$ cat src/rtl/id_ex_hazard_stage_pkg.sv
// Shared definitions for the ID/EX hazard stage.
// Contents:
//   NOP_INST           canonical bubble instruction, addi x0,x0,0
//   REG_ADDR_WIDTH     architectural register index width
//   CPU_WIDTH          datapath / pc width of the RV64 core
//   CTRL_BUNDLE_WIDTH  width of the decoded control bundle
//   state_e            bubble sequencer states (ST_RUN, ST_STALL)
package id_ex_hazard_stage_pkg;

   localparam logic [31:0] NOP_INST          = 32'h0000_0013;
   localparam int          REG_ADDR_WIDTH    = 5;
   localparam int          CPU_WIDTH         = 64;
   localparam int          CTRL_BUNDLE_WIDTH = 32;

   typedef enum logic {
      ST_RUN   = 1'b0,
      ST_STALL = 1'b1
   } state_e;

endpackage

$ cat src/rtl/id_ex_hazard_stage_bubble_fsm.sv
// Bubble sequencer for the ID/EX stage. It decides, each cycle, whether EX
// takes a bubble, whether PC and IF/ID must be frozen, and it counts the
// bubble cycles that hazards cost.
// Ports:
//   clk, rst_n        clock, asynchronous active-low reset
//   id_valid_i        ID holds a real instruction
//   rest_from_id_i    RAW hazard detected in ID
//   rest_id_mem_i     hazard producer is in MEM (needs the longer sequence)
//   ex_flush_i        EX redirect, kills ID contents
//   mem_busy_i        LSU not ready, whole pipe frozen
//   id_stall_o        freeze PC and IF/ID (combinational)
//   bubble_sel_o      load a bubble into EX on this edge
//   stall_cycles_o    saturating count of bubble cycles inserted
module id_ex_hazard_stage_bubble_fsm
   import id_ex_hazard_stage_pkg::*;
#(
   parameter int EX_BUBBLES  = 1,
   parameter int MEM_BUBBLES = 2,
   parameter int CNT_WIDTH   = 32
) (
   input  logic                 clk,
   input  logic                 rst_n,
   input  logic                 id_valid_i,
   input  logic                 rest_from_id_i,
   input  logic                 rest_id_mem_i,
   input  logic                 ex_flush_i,
   input  logic                 mem_busy_i,
   output logic                 id_stall_o,
   output logic                 bubble_sel_o,
   output logic [CNT_WIDTH-1:0] stall_cycles_o
);

   localparam int CW = $clog2(MEM_BUBBLES + 1);
   // Bubbles still owed after the first one of a sequence.
   localparam logic [CW-1:0] EX_REM  = CW'(EX_BUBBLES - 1);
   localparam logic [CW-1:0] MEM_REM = CW'(MEM_BUBBLES - 1);

   state_e                state_q, state_d;
   logic [CW-1:0]         cnt_q, cnt_d;
   logic [CNT_WIDTH-1:0]  perf_q, perf_d;
   logic                  stall;
   logic                  count_bubble;
   logic [CW-1:0]         rem;

   // NOTE: sequential state uses non-blocking assignments so every register
   // samples the pre-edge value of every other register.
   always_ff @(posedge clk or negedge rst_n) begin
      if (!rst_n) begin
         state_q <= ST_RUN;
         cnt_q   <= '0;
         perf_q  <= '0;
      end else begin
         state_q <= state_d;
         cnt_q   <= cnt_d;
         perf_q  <= perf_d;
      end
   end

   always_comb begin
      // NOTE: every output of this block gets a default first; a path that
      // skipped an assignment would otherwise infer a latch.
      state_d      = state_q;
      cnt_d        = cnt_q;
      stall        = 1'b0;
      bubble_sel_o = 1'b0;
      count_bubble = 1'b0;
      rem          = rest_id_mem_i ? MEM_REM : EX_REM;

      if (mem_busy_i) begin
         // Whole pipe frozen; a pending flush is re-presented by upstream.
         stall = 1'b1;
      end else begin
         unique case (state_q)
            ST_RUN: begin
               if (ex_flush_i) begin
                  bubble_sel_o = 1'b1;
               end else if (id_valid_i && rest_from_id_i) begin
                  bubble_sel_o = 1'b1;
                  stall        = 1'b1;
                  count_bubble = 1'b1;
                  if (rem != '0) begin
                     cnt_d   = rem;
                     state_d = ST_STALL;
                  end
               end
            end
            ST_STALL: begin
               bubble_sel_o = 1'b1;
               if (ex_flush_i) begin
                  cnt_d   = '0;
                  state_d = ST_RUN;
               end else begin
                  stall        = 1'b1;
                  count_bubble = 1'b1;
                  cnt_d        = cnt_q - CW'(1);
                  if (cnt_q == CW'(1)) state_d = ST_RUN;
               end
            end
            default: state_d = ST_RUN;
         endcase
      end

      perf_d = (count_bubble && (perf_q != '1)) ? perf_q + CNT_WIDTH'(1) : perf_q;
   end

   // Freeze request is forced low while reset is held.
   assign id_stall_o     = stall & rst_n;
   assign stall_cycles_o = perf_q;

endmodule

$ cat src/rtl/id_ex_hazard_stage.sv
// ID/EX pipeline register with hazard bubble injection, EX-redirect flush
// and memory-busy freeze. The bubble sequencer lives in a sub-module; this
// file holds the EX-side pipeline register.
// Ports:
//   clk, rst_n                          clock, asynchronous active-low reset
//   id_valid_i, id_pc_i, id_inst_i,
//   id_reg_waddr_i, id_ctrl_i           ID-stage instruction and control
//   rest_from_id_i, rest_id_mem_i       hazard flags from the ID detector
//   ex_flush_i                          EX redirect
//   mem_busy_i                          LSU not ready
//   id_stall_o                          freeze PC and IF/ID
//   ex_valid_o, ex_pc_o, ex_inst_o,
//   ex_reg_waddr_o, ex_ctrl_o           registered EX-stage bundle
//   stall_cycles_o                      saturating bubble-cycle counter
module id_ex_hazard_stage
   import id_ex_hazard_stage_pkg::*;
#(
   parameter int PC_WIDTH    = CPU_WIDTH,
   parameter int CTRL_WIDTH  = CTRL_BUNDLE_WIDTH,
   parameter int EX_BUBBLES  = 1,
   parameter int MEM_BUBBLES = 2,
   parameter int CNT_WIDTH   = 32
) (
   input  logic                      clk,
   input  logic                      rst_n,
   input  logic                      id_valid_i,
   input  logic [PC_WIDTH-1:0]       id_pc_i,
   input  logic [31:0]               id_inst_i,
   input  logic [REG_ADDR_WIDTH-1:0] id_reg_waddr_i,
   input  logic [CTRL_WIDTH-1:0]     id_ctrl_i,
   input  logic                      rest_from_id_i,
   input  logic                      rest_id_mem_i,
   input  logic                      ex_flush_i,
   input  logic                      mem_busy_i,
   output logic                      id_stall_o,
   output logic                      ex_valid_o,
   output logic [PC_WIDTH-1:0]       ex_pc_o,
   output logic [31:0]               ex_inst_o,
   output logic [REG_ADDR_WIDTH-1:0] ex_reg_waddr_o,
   output logic [CTRL_WIDTH-1:0]     ex_ctrl_o,
   output logic [CNT_WIDTH-1:0]      stall_cycles_o
);

   logic                      bubble_sel;
   logic                      ex_valid_q;
   logic [PC_WIDTH-1:0]       ex_pc_q;
   logic [31:0]               ex_inst_q;
   logic [REG_ADDR_WIDTH-1:0] ex_reg_waddr_q;
   logic [CTRL_WIDTH-1:0]     ex_ctrl_q;

   id_ex_hazard_stage_bubble_fsm #(
      .EX_BUBBLES  (EX_BUBBLES),
      .MEM_BUBBLES (MEM_BUBBLES),
      .CNT_WIDTH   (CNT_WIDTH)
   ) u_fsm (
      .clk            (clk),
      .rst_n          (rst_n),
      .id_valid_i     (id_valid_i),
      .rest_from_id_i (rest_from_id_i),
      .rest_id_mem_i  (rest_id_mem_i),
      .ex_flush_i     (ex_flush_i),
      .mem_busy_i     (mem_busy_i),
      .id_stall_o     (id_stall_o),
      .bubble_sel_o   (bubble_sel),
      .stall_cycles_o (stall_cycles_o)
   );

   // Reset value and bubble are the same canonical NOP slot.
   always_ff @(posedge clk or negedge rst_n) begin
      if (!rst_n) begin
         ex_valid_q     <= 1'b0;
         ex_pc_q        <= '0;
         ex_inst_q      <= NOP_INST;
         ex_reg_waddr_q <= '0;
         ex_ctrl_q      <= '0;
      end else if (mem_busy_i) begin
         ex_valid_q     <= ex_valid_q;
      end else if (bubble_sel) begin
         ex_valid_q     <= 1'b0;
         ex_pc_q        <= '0;
         ex_inst_q      <= NOP_INST;
         ex_reg_waddr_q <= '0;
         ex_ctrl_q      <= '0;
      end else begin
         ex_valid_q     <= id_valid_i;
         ex_pc_q        <= id_pc_i;
         ex_inst_q      <= id_inst_i;
         ex_reg_waddr_q <= id_reg_waddr_i;
         ex_ctrl_q      <= id_ctrl_i;
      end
   end

   assign ex_valid_o     = ex_valid_q;
   assign ex_pc_o        = ex_pc_q;
   assign ex_inst_o      = ex_inst_q;
   assign ex_reg_waddr_o = ex_reg_waddr_q;
   assign ex_ctrl_o      = ex_ctrl_q;

endmodule

$ cat config.mk
export PLATFORM = sky130hd
export DESIGN_NAME = id_ex_hazard_stage
export DESIGN_NICKNAME = d
export VERILOG_FILES = /design/src/rtl/id_ex_hazard_stage_pkg.sv /design/src/rtl/id_ex_hazard_stage_bubble_fsm.sv /design/src/rtl/id_ex_hazard_stage.sv
export SDC_FILE = /design/constraint.sdc
export NUM_CORES = 1
export LEC_CHECK = 0
export ABC_AREA = 1
export CAP_MARGIN = 5
export CORE_MARGIN = 3
export CORE_UTILIZATION = 39
export DETAILED_ROUTE_END_ITERATION = 8
export PLACE_DENSITY = 0.78
export SYNTH_ARGS = -nofsm -noshare
export SYNTH_HDL_FRONTEND = slang
export SYNTH_SLANG_ARGS = --single-unit
$ cat constraint.sdc
create_clock -name clk -period 1.4 [get_ports clk]
set_input_delay 0.28 -clock clk [delete_from_list [all_inputs] [get_ports clk]]
set_output_delay 0.28 -clock clk [all_outputs]
set_load 0.01 [all_outputs]
# Word-level counts from Yosys, hierarchy flattened
# Cells that the tools add are included.
op_classes:
  n_reduce_logical: 4
  mux: 26
  div: 0
  bitwise_logic: 3
  n_shift: 0
  multipliers: 0
  n_lt_le_gt_ge: 0
  addsub: 2
  eq_ne: 5
op_table:
  columns: ["cell", "count"]
  rows:
  - ["$mux W32", 2]
  - ["$mux W64", 1]
  - ["$add A32 B1 Y32 const B", 1]
  - ["$ne A32 B32 Y1 const B", 1]
  - ["$mux W1", 14]
  - ["$mux W2", 4]
  - ["$pmux W1 S2", 3]
  - ["$mux W5", 1]
  - ["$ne A2 B1 Y1 const B", 2]
  - ["$pmux W2 S2", 1]
  - ["$reduce_and A4 Y1", 1]
  - ["$eq A2 B1 Y1 const B", 1]
  - ["$logic_and A1 B1 Y1", 2]
  - ["$ne A2 B2 Y1 const B", 1]
  - ["$not A1 Y1", 2]
  - ["$reduce_bool A2 Y1", 1]
  - ["$sub A2 B1 Y2 const B", 1]
  - ["$and A1 B1 Y1", 1]
totals:
  latch_bits: 0
  out_inout_bits: 167
  romBits: 0
  register_bits: 169
  ramBits: 0
  inputBits: 140
  mem_count: 0

# Logic depth before layout (Yosys ltp)
# Gate-level depths: netlist (run 1).
depth:
  word_depth: 6
  ltp_mapped: 11

# Hierarchy
# Synthesis (run 1) repeated with hierarchy kept, for this count alone.
unflattened:
  hier_cells: 934
  area_unflattened_um2: 7469.7
by_module_without_submodules:
  columns: ["module", "seq_area_each_um2", "instances", "area_per_inst_um2", "cells_each"]
  rows:
  - ["id_ex_hazard_stage", 3357.0, 1, 5087.4, 567]
  - ["id_ex_hazard_stage_bubble_fsm", 875.8, 1, 2382.3, 367]

# Worst setup path after synthesis (run 1)
# No wires, ideal clock.
synth_path:
  path_kind: "flip-flop to flip-flop"
  start: "reg u_fsm.perf_q[0] (netlist: u_fsm.stall_cycles_o[0])"
  end: "reg u_fsm.perf_q[8] (netlist: u_fsm.stall_cycles_o[8])"
  path_stages_with_launch: 11
  setup_ns: 0.118
  t_arrival_ns: 1.530
  t_required_ns: 1.282
  slack_ns: -0.248
  path_buffers: 2
  path_cell_list: "dfrtp_1 -> ha_1 -> nand2_1 -> nor2_2 -> nand2_2 -> nor2_2 -> nand2_2 -> buf_6 -> buf_6 -> a21oi_1 -> nor2_1"
synth_via:
  elab_chain_cells: 2
synth_rtl:
  columns: ["item", "line_no", "source"]
  rows:
  - ["start: declaration", "id_ex_hazard_stage_bubble_fsm.sv:40", "logic [CNT_WIDTH-1:0] perf_q, perf_d;"]
  - ["start signal: assignment", "id_ex_hazard_stage_bubble_fsm.sv:55", "perf_q <= perf_d;"]
  - ["parallel branches: the longest is 2 deep, another holds $add A32 B1 Y32", null, null]
# Several ways; the timed one is not identified.
# A chain may end at the register's enable or synchronous reset.

# Worst setup path after layout (run 1)
layout_path:
  start: "reg u_fsm.perf_q[1] (netlist: u_fsm.stall_cycles_o[1])"
  end: "reg u_fsm.perf_q[6] (netlist: u_fsm.stall_cycles_o[6])"
# Same word-level chain as after synthesis.

==> summary.md, run 1 <==
| Metric | Value |
|---|---|
| Status | `finished, violations left` |
| Failing checks | `setup timing` |
| Post-synthesis cell type count | `25` |
| Clock Pin Slew Worst Setup and Hold Paths | `around 0.07 ns` |
| Final ANT Viol Nets | `0` |
| CP peak stage delay | `0.36 ns` |
| Sink Count | `169` |
| Cts bufs inserted | `17` |
| VDD IR-drop max | `833 uV` |
| Die Y | `between 100 and 150 um` |
| Slowest-stage cell, CP | `dfrtp_1` |
| Dpl ws | `-0.673 ns` |
| Final worst path period need | `1.63 ns` |
| Setup violators final | `36` |
| F_max | `613 MHz` |
| Critical path data required time | `1.74 ns` |
| Overall routing resource usage | `~25%` |
| Max H-tree Level | `4` |
| Worst slew margin | `65.2%` |
| Most common library cells after synthesis | `dfrtp_1, nand2_1, a32o_1, nor2_1, inv_1` |
| Leak | `5.60 nW` |
| Synth Instances | `680` |
| TritonRoute pass-1 iters | `6` |
| PwrDens | `1050 mW/mm^2` |
| DR DRC count | `0` |
| Aggregate global routing overflow | `0` |
| Pin count of the biggest net entering global routing | `95` |
| Die area | `0.0202 mm^2` |
| Worst skew pair latency | `0.43 ns` |
| Starting Density | `40.0%` |
| Core area | `~0.018 mm^2` |
| DR vias | `roughly 7200` |
| Die width | `between 100 and 150 um` |
| Synth Flop Type | `dfrtp_1` |
| Final net count | `1230` |
| RSZ-0062 raised after global routing | `true` |
| Vias in the first global route | `7299` |
| CTS tree | `yes` |
| Reg2Reg Depth | `11` |
| P&R area growth vs syn | `72.8%` |
| Wire per inst | `slightly above 20 um` |
| Switching share of total power | `27.4%` |
| FF-to-FF setup slack | `-0.23 ns` |
| Cell Int Power | `about 9.5 mW` |
| Crit path launch | `u_fsm.stall_cycles_o[1]` |
| First-pass GRT wire length | `~40000 um` |
| Clock Skews | `0.0121 ns` |
| Sequential share of the synthesized area | `between 50% and 60%` |
| Ys Warns | `0` |
| Slew Viols, Final | `0` |
| Ports | `roughly 300` |
| Non-Filler Instances | `1330` |
| Port Buffers | `306` |
| Reg2Reg Launch Point | `u_fsm.stall_cycles_o[1]` |
| Syn Nets | `822` |
| Metal1 wirelength | `around 10000 um` |
| Most frequent CP cell | `nand2_4` |
| Met3 wire length | `2230 um` |
| Core Rows | `49` |
| Synthesized flop and latch total | `169` |
| HPWL Detailed | `17500 um` |
| Crit path max fanout | `7` |
| P_sw | `3.59 mW` |
| Final wirelength | `roughly 27000 um` |
| Sequential share of power | `42.3%` |
| Top area cells in the synthesized netlist | `dfrtp_1, a32o_1, nand2_1, nor2_1, inv_1` |
| Max Used Layer | `met5` |
| Crit. End Element | `flop` |
| CP arrival | `1.97 ns` |
| CTS root buf | `clkbuf_16` |
| Synth area leader | `dfrtp_1` |
| CP Class | `reg2reg` |
| CTS Buffer Depth | `2` |
| Drt via density | `about 5.4` |
| Crit Reg-Reg Endpoint | `u_fsm.stall_cycles_o[6]` |
| CP endpoint | `u_fsm.stall_cycles_o[6]` |
| Max_cap viols | `0` |
| Initial antenna violation count | `1` |
| CP Launch Type | `flop` |
| Final period utilization | `116%` |
| Number of synthesized flops with an enable pin | `0` |
| Placed insts | `1255` |
| Post-Syn Area | `0.00724 mm^2` |
| Final hold viol count | `0` |
| 1st-iter DRT viols | `514` |
| Final Hold Slack | `0.307 ns` |
| Comb power frac | `20.6%` |
| CP Cell Sequence | `buf_6, ha_4, nand2_4, nor2_4, nand2_4, nor2_4, nand2_4, nand2_8, buf_8, nand2_1, o21ai_1` |
| N_diodes | `0` |
| Post-synth top area share | `57.4%` |
| Async SR Flop Fraction | `100%` |
| Worst-margin pin slew | `0.522 ns` |
| Clock share of power | `37.2%` |
| Gpl congestion | `0.933` |
| Final Util | `69.2%` |
| Most frequent cell after synthesis | `dfrtp_1` |
| Layout cells sized above 1 | `between 20% and 30%` |
| Post-synthesis average cell area | `between 10 and 15 um^2` |
| Post-route setup slack | `-0.231 ns` |
| Worst hold-check path type | `in2reg` |
| Metal2 WL | `14100 um` |
[metrics by stage]
stage	TNS, ns	cell area, um^2	total power, mW
CTS	-4.67	12000	13.0
floorplan	-3.70	7270	6.45
global placement	-74.12	11100	8.04
finish	-5.99	12500	13.1
detailed placement	-76.77	11100	8.09
global route	-8.30	12500	13.6
[worst min path at each step]
stage	startpoint	slack, ns	to	cells past startpoint
after floorplan	rst_n	-0.02	ex_ctrl_o[0]	0
after global placement	rst_n	0.23	u_fsm.stall_cycles_o[31]	2
after detailed placement	rst_n	0.22	u_fsm.stall_cycles_o[31]	2
after CTS	mem_busy_i	0.30	ex_inst_o[0]	5
after global routing	rst_n	0.31	u_fsm.stall_cycles_o[31]	3
final	mem_busy_i	0.31	ex_inst_o[1]	5
[layout make-up]
| class | instances | area (um^2) |
|---|---|---|
| Clock buffer | 19 | 443 |
| Multi-Input combinational cell | 424 | 2950 |
| Tap cell | 229 | 287 |
| Inverter | 37 | 149 |
| Clock inverter | 13 | 159 |
| Fill cell | 1266 | 5580 |
| Sequential cell | 169 | 4240 |
| Timing Repair Buffer | 439 | 4280 |
[timing repair]
action | CTS | global route
gates resized for setup | 393 | 177
setup buffers | 17 | 25
cloned | 4 | 3
pin swaps | 30 | 16
hold buffers | 1 | 0
setup endpoints to repair | 332 | 301
hold endpoints to repair | 1 | 0
[metal layers]
layer | vias to the layer above | GRT usage, %
met2 | 310 | 42.9
met3 | 67 | 9.21
met4 | 2 | 8.23
li1 | 3274 | -
met5 | - | 0
met1 | 3595 | 29.8
[worst max-delay path, delay by kind of cell (launching register included)]
kind	cells	cell delay, ns
buffers and inverters	2	0.24
AND/OR/NAND/NOR	7	0.73
adder cells (fa/ha/maj)	1	0.15
AO/OA/AOI/OAI	1	0.07
flip-flops	1	0.36
[placed cells by master, fill, tap and decap left out, types with 8 or more instances in the layout]
cell / instances
dfrtp_1: 163
clkdlybuf4s50_1: 136
a32o_1: 129
clkdlybuf4s15_1: 115
nand2_1: 112
buf_4: 84
buf_6: 55
nor2_1: 50
inv_1: 33
nand2_2: 27
clkbuf_16: 20
nand3_2: 16
nor2_2: 14
clkbuf_2: 14
buf_2: 13
nor2_4: 12
nand3_1: 10
nand4_1: 10
nand2_4: 8
[state kept, by name, summed over array words and instances (netlist names)]
signal	cells
ex_inst_o	32
u_fsm.state_q	1
u_fsm.stall_cycles_o	32
u_fsm.cnt_q	2
ex_valid_o	1
ex_ctrl_o	32
ex_pc_o	64
ex_reg_waddr_o	5
[cells by family (layout without fill, tap and decap cells)]
logic type                 Yosys count  after routing  share of synthesized area (%)
AOI/OAI and AO/OA                  144            144                           18.9
DFF                                169            169                           58.5
buffers and inverters               87            508                           5.32
xor gates and xnor gates            11             11                           1.33
adders and majority gates            2              2                          0.346
and+or+nand+nor                    267            267                           15.6
[power by group through the flow]
| stage | logic (mW) | registers, mW | clock network [mW] |
|---|---|---|---|
| 6_report | 2.69 | 5.53 | 4.87 |
| 5_1_grt | 2.89 | 5.58 | 5.15 |
| 4_1_cts | 2.53 | 5.51 | 4.95 |
| 3_5_place_dp | 2.49 | 5.59 | 0 |
| 3_3_place_gp | 2.47 | 5.57 | 0 |
| 2_1_floorplan | 0.671 | 5.78 | 0 |
Power figures use the tool's default switching activity.
==> run 2: changes to the inputs <==
- CORE_UTILIZATION: 39 -> 43
- MAX_ROUTING_LAYER: unset -> met4
- PLACE_DENSITY: 0.78 -> 0.82
- clock period: 1.4 -> 1.56 ns (I/O delays scaled with it)
==> run 2 against run 1 <==
Compared with the run above:
- the flow finishes with violations (hold timing, setup timing)
- fmax fell by 1.9%
- total power shrank 12%
- clock skew fell by 0.0051 ns
- die area down 8.9%
- sequential power down 11%
- flip-flop and latch count did not move
- wire length shrank 8.2%
- highest routed layer is now met4
==> summary.md, run 2 (synthesized netlist as in run 1, its figures left out) <==
| Metric | Value |
|---|---|
| Status | `finished, violations left` |
| Failing checks | `hold timing, setup timing` |
| Overall routing resource usage | `27.8%` |
| Most frequent cells in the layout | `dfrtp_1, dlygate4sd2_1, clkdlybuf4s50_1` |
| Final worst path period need | `1.66 ns` |
| Port Buffers | `306` |
| Die Y | `between 100 and 150 um` |
| Worst skew pair latency | `0.42 ns` |
| Pin count of the biggest net entering global routing | `170` |
| CP Launch Type | `flop` |
| Critical path data required time | `1.89 ns` |
| DR vias | `7008` |
| Fin area | `between 0.01 and 0.015 mm^2` |
| RSZ-0062 raised after global routing | `true` |
| Layout cells sized above 1 | `between 10% and 20%` |
| Wire per inst | `slightly below 20 um` |
| Final Power | `11.6 mW` |
| Final net count | `1184` |
| Setup violators final | `27` |
| Post-route setup slack | `-0.102 ns` |
| Max Used Layer | `met4` |
| 1st-iter DRT viols | `548` |
| Worst-margin pin slew | `about 1.1 ns` |
| F_max | `~600 MHz` |
| Final hold viol count | `23` |
| P&R area growth vs syn | `62.8%` |
| Clock Pin Slew Worst Setup and Hold Paths | `0.06 ns` |
| PwrDens | `between 900 and 1000 mW/mm^2` |
| Cts bufs inserted | `17` |
| CP Class | `reg2reg` |
| Setup TNS | `-0.887 ns` |
| Aggregate global routing overflow | `0` |
| Hold-fix buffers at CTS | `0` |
| DR DRC count | `0` |
| Worst hold-check path type | `in2async` |
| CP arrival | `around 2.0 ns` |
| Max_cap viols | `0` |
| Worst slew margin | `27.6%` |
| Metal1 wirelength | `9200 um` |
| Final ANT Viol Nets | `0` |
| Clock Skews | `0.00706 ns` |
| Sink Count | `169` |
| Met3 wire length | `around 2200 um` |
| Initial antenna violation count | `4` |
| Final Util | `approximately 73%` |
| Placed insts | `1212` |
| First-pass GRT wire length | `38600 um` |
| Max H-tree Level | `4` |
| Starting Density | `44.8%` |
| Core area | `about 0.016 mm^2` |
| CTS root buf | `clkbuf_16` |
| Dpl ws | `-0.528 ns` |
| HPWL Detailed | `16900 um` |
| Die width | `roughly 140 um` |
| Die area | `0.0184 mm^2` |
| Slew Viols, Final | `0` |
| Core Rows | `46` |
| VDD IR-drop max | `721 uV` |
| Non-Filler Instances | `about 1300` |
| TritonRoute pass-1 iters | `6` |
| Leak | `5.65 nW` |
| Gpl congestion | `0.945` |
| Most common cell after layout, fill and taps aside | `dfrtp_1` |
| Max reg flops | `between 60 and 70` |
| Metal2 WL | `13000 um` |
| Vias in the first global route | `around 7300` |
| CTS tree | `yes` |
| Drt via density | `about 5.5` |
| Ports | `307` |
| Final period utilization | `107%` |
| Crit. End Element | `flop` |
| Final wirelength | `between 20000 and 30000 um` |
| Placed instance area | `0.0108 mm^2` |
| Crit path max fanout | `6` |
| CTS Buffer Depth | `2` |
| Final Hold Slack | `-0.0585 ns` |
## run 2: cell types whose count changed in the layout (fill, tap and decap cells not counted), moves of 7 or more
| cell | before | now |
|---|---|---|
| clkdlybuf4s15_1 | 115 | 14 |
| dlygate4sd2_1 | 5 | 142 |
| nor2_1 | 50 | 58 |
| buf_2 | 13 | 2 |
| nand3_2 | 16 | 2 |
| clkbuf_2 | 14 | 7 |
| buf_4 | 84 | 71 |
| buf_6 | 55 | 9 |
| nand3_1 | 10 | 23 |
## run 2: path summary, 6_finish.rpt
kind | slack (ns) | cells after the start | start | end
hold reg to reg | 0.48 | 1 | ex_pc_o[2] | ex_pc_o[2]
max in group asynchronous | 0.64 | 2 | rst_n | u_fsm.stall_cycles_o[12]
hold / removal | -0.06 | 2 | rst_n | u_fsm.stall_cycles_o[11]
setup / recovery | -0.10 | 11 | u_fsm.stall_cycles_o[19] | u_fsm.stall_cycles_o[6]
setup reg to reg | -0.10 | 11 | u_fsm.stall_cycles_o[19] | u_fsm.stall_cycles_o[6]
min in group clk | 0.36 | 6 | mem_busy_i | u_fsm.state_q
## run 2: repair_timing
item | CTS | global route
gates cloned | 3 | 0
setup endpoints to repair | 259 | 111
buffers inserted | 21 | 5
pin swaps | 24 | 29
gates resized for setup | 238 | 54
## run 2: layer usage
layer / track usage [%] / up-vias
li1: - / 3182
met1: 31.5 / 3451
met2: 44.4 / 317
met3: 10.1 / 58
met4: 12.1 / 0
met5: - / -
## run 2: power breakdown
| group | leakage, nW | switching, mW | internal, mW | total [mW] |
|---|---|---|---|---|
| registers | 2.24 | 0.196 | 4.73 | 4.93 |
| clock network | 0.295 | 1.74 | 2.70 | 4.44 |
| logic | 3.11 | 1.03 | 1.15 | 2.18 |
| total | 5.65 | 2.97 | 8.58 | 11.6 |
## run 2: cell type report
class	count	area [um^2]
fillers	1158	4390
diodes	4	10.0
flip-flops and latches	169	4240
clock buffers	22	484
repair buffers	393	3660
clock inverters	9	139
inverters	37	149
well taps	216	270
multi-input cells	424	2830
## run 2: critical path, cell delays in order (launching register included)
cell	delay [ns]
dfrtp_1	0.35
buf_4	0.12
nand2_1	0.10
nor2_2	0.16
nand2_1	0.12
nor2_4	0.13
nand2_4	0.09
buf_12	0.14
nand2_8	0.09
buf_6	0.14
nand2_2	0.05
o21ai_1	0.09
==> run 3: changes to the inputs <==
- CORE_AREA: unset -> 3 3 118 120
- CORE_MARGIN: 3 -> unset
- CORE_UTILIZATION: 43 -> unset
- DIE_AREA: unset -> 0 0 121 123
- DONT_BUFFER_PORTS: unset -> 1
- HOLD_SLACK_MARGIN: unset -> 0.1
- PLACE_DENSITY: 0.82 -> 0.72
==> run 3 against run 2 <==
Compared with the run above:
- flip-flop and latch count did not move
- the run still ends with hold timing, setup timing left
- total power shrank 6.9%
- final area decreased by 14%
- sequential share of layout area grew 6.0 points
==> summary.md, run 3 (synthesized netlist as in run 1, its figures left out) <==
| Metric | Value |
|---|---|
| Worst path top cell family by delay | `buffers and inverters` |
| Die width | `121 um` |
| Most frequent cells in the layout | `dfrtp_1, dlygate4sd3_1, nand2_1` |
| Clock share of power | `around 38%` |
| Slew Viols, Final | `0` |
| FF-to-FF setup slack | `-0.02 ns` |
| CP Cell Sequence | `buf_4, buf_4, buf_4` |
| Dpl ws | `-0.0463 ns` |
| RSZ-0062 raised after global routing | `true` |
| Vias in the first global route | `6351` |
| Most common cell after layout, fill and taps aside | `dfrtp_1` |
| Final Util | `77.3%` |
| Max H-tree Level | `4` |
| Leak | `approximately 4.4 nW` |
| Bufs and invs on worst path | `3` |
| Switching share of total power | `27.0%` |
| Die Y | `between 100 and 150 um` |
| Aggregate global routing overflow | `0` |
| Final wirelength | `around 25000 um` |
| CP arrival | `1.28 ns` |
| P_sw | `2.90 mW` |
| Clock Skews | `0.0116 ns` |
| Reg2Reg Launch Point | `u_fsm.stall_cycles_o[1]` |
| Crit Reg-Reg Endpoint | `u_fsm.stall_cycles_o[5]` |
| Worst hold-check path type | `in2async` |
| PwrDens | `around 1100 mW/mm^2` |
| Starting Density | `55.3%` |
| Failing checks | `hold timing, setup timing` |
| DR vias | `6659` |
| Max_cap viols | `0` |
| CTS Buffer Depth | `2` |
| Final period utilization | `102%` |
| CP peak stage delay | `0.43 ns` |
| Post-route setup slack | `-0.0359 ns` |
| Comb power frac | `13.4%` |
| CP Class | `reg2out` |
| Die area | `~0.015 mm^2` |
| Max reg flops | `64` |
| Layout cells sized above 1 | `18.8%` |
| TritonRoute pass-1 iters | `5` |
| Drt via density | `6.28` |
| Final ANT Viol Nets | `0` |
| Pin count of the biggest net entering global routing | `roughly 170` |
| CTS tree | `yes` |
| Worst skew pair latency | `0.43 ns` |
| Final hold viol count | `approximately 170` |
| CP Launch Type | `flop` |
| Worst-margin pin slew | `0.650 ns` |
| DR DRC count | `0` |
| Gpl congestion | `around 0.91` |
| First-pass GRT wire length | `33800 um` |
| Core Rows | `42` |
| Final worst path period need | `about 1.6 ns` |
| Ports | `roughly 310` |
| Most frequent CP cell | `buf_4` |
| Port Buffers | `0` |
| Clock Pin Slew Worst Setup and Hold Paths | `around 0.060 ns` |
| Initial antenna violation count | `0` |
| Overall routing resource usage | `30.4%` |
| Worst slew margin | `56.7%` |
| Crit. End Element | `primary output` |
| Final net count | `1013` |
| Sink Count | `169` |
| Status | `finished, violations left` |
| Critical path data required time | `1.25 ns` |
| F_max | `627 MHz` |
| Sequential share of power | `48.7%` |
| HPWL Detailed | `14000 um` |
| Core area | `0.0131 mm^2` |
| VDD IR-drop max | `795 uV` |
| Final Hold Slack | `-0.415 ns` |
| Setup violators final | `18` |
| Slowest-stage cell, CP | `dfrtp_1` |
| CTS root buf | `clkbuf_16` |
| Cell Int Power | `7.85 mW` |
| P&R area growth vs syn | `39.7%` |
| Crit path max fanout | `3` |
| Cts bufs inserted | `17` |
| Wire per inst | `about 23 um` |
| Reg2Reg Depth | `9` |
| 1st-iter DRT viols | `769` |
[run 3: cell count changes in the layout (fill, tap and decap cells not counted), moves of 4 or more]
cell	delta
dlygate4sd2_1	-142
clkbuf_1	+4
buf_6	-7
clkbuf_2	-7
nand2_2	-13
dlygate4sd3_1	+139
clkdlybuf4s50_1	-135
nand2_1	+16
clkdlybuf4s15_1	-14
nor2_2	-4
[run 3: repair_timing]
item	4_1_cts	5_1_grt
resized for setup	10	42
setup endpoints to repair	25	95
hold buffers	97	43
pin swaps	5	13
hold endpoints to repair	305	222
cloned	2	3
setup buffers	6	13
[run 3: power by group through the flow]
stage | registers [mW] | logic, mW | clock network (mW)
floorplan | 5.18 | 0.598 | 0
global placement | 5.25 | 0.756 | 0
detailed placement | 5.26 | 0.796 | 0
CTS | 5.18 | 1.08 | 4.08
global route | 5.26 | 1.53 | 4.31
finish | 5.23 | 1.44 | 4.08
[run 3: worst max-delay path by stage]
stage / startpoint / cells after the start / slack (ns) / endpoint
finish: u_fsm.stall_cycles_o[1] / 3 / -0.04 / stall_cycles_o[1]
floorplan: u_fsm.stall_cycles_o[1] / 10 / -0.02 / u_fsm.stall_cycles_o[8]
CTS: u_fsm.state_q / 5 / -0.003 / id_stall_o
global placement: u_fsm.stall_cycles_o[2] / 8 / 0.005 / u_fsm.stall_cycles_o[21]
detailed placement: u_fsm.stall_cycles_o[1] / 9 / -0.05 / u_fsm.stall_cycles_o[26]
global route: u_fsm.stall_cycles_o[20] / 10 / -0.11 / u_fsm.stall_cycles_o[31]
[run 3: per-stage QoR]
| step | instances | TNS, ns | instance area, um^2 | power, mW |
|---|---|---|---|---|
| 5_1_grt | 1060 | -2.41 | 10100 | 11.1 |
| 3_3_place_gp | 864 | 0 | 7730 | 6.01 |
| 6_report | 1061 | -0.186 | 10100 | 10.7 |
| 4_1_cts | 1001 | -0.00274 | 9380 | 10.3 |
| 3_5_place_dp | 864 | -0.399 | 7730 | 6.05 |
| 2_1_floorplan | 680 | -0.0717 | 7250 | 5.78 |
[run 3: cell type report]
class                           count  area [um^2]
Sequential cell                   169         4240
Fill cell                         782         2970
Multi-Input combinational cell    424         2790
Timing Repair Buffer              222         2150
Clock buffer                       24          472
Tap cell                          176          220
Inverter                           37          145
Clock inverter                      8         88.8
Antenna cell                        1         2.50
[run 3: per-layer routing]
layer | global-route usage [%] | vias to the layer above | share of wire (%)
met5 | - | - | 0
met4 | 12.5 | 0 | 4.1
met3 | 9.42 | 84 | 9.6
met2 | 50.2 | 449 | 52
met1 | 34.6 | 3284 | 34
li1 | - | 2842 | -
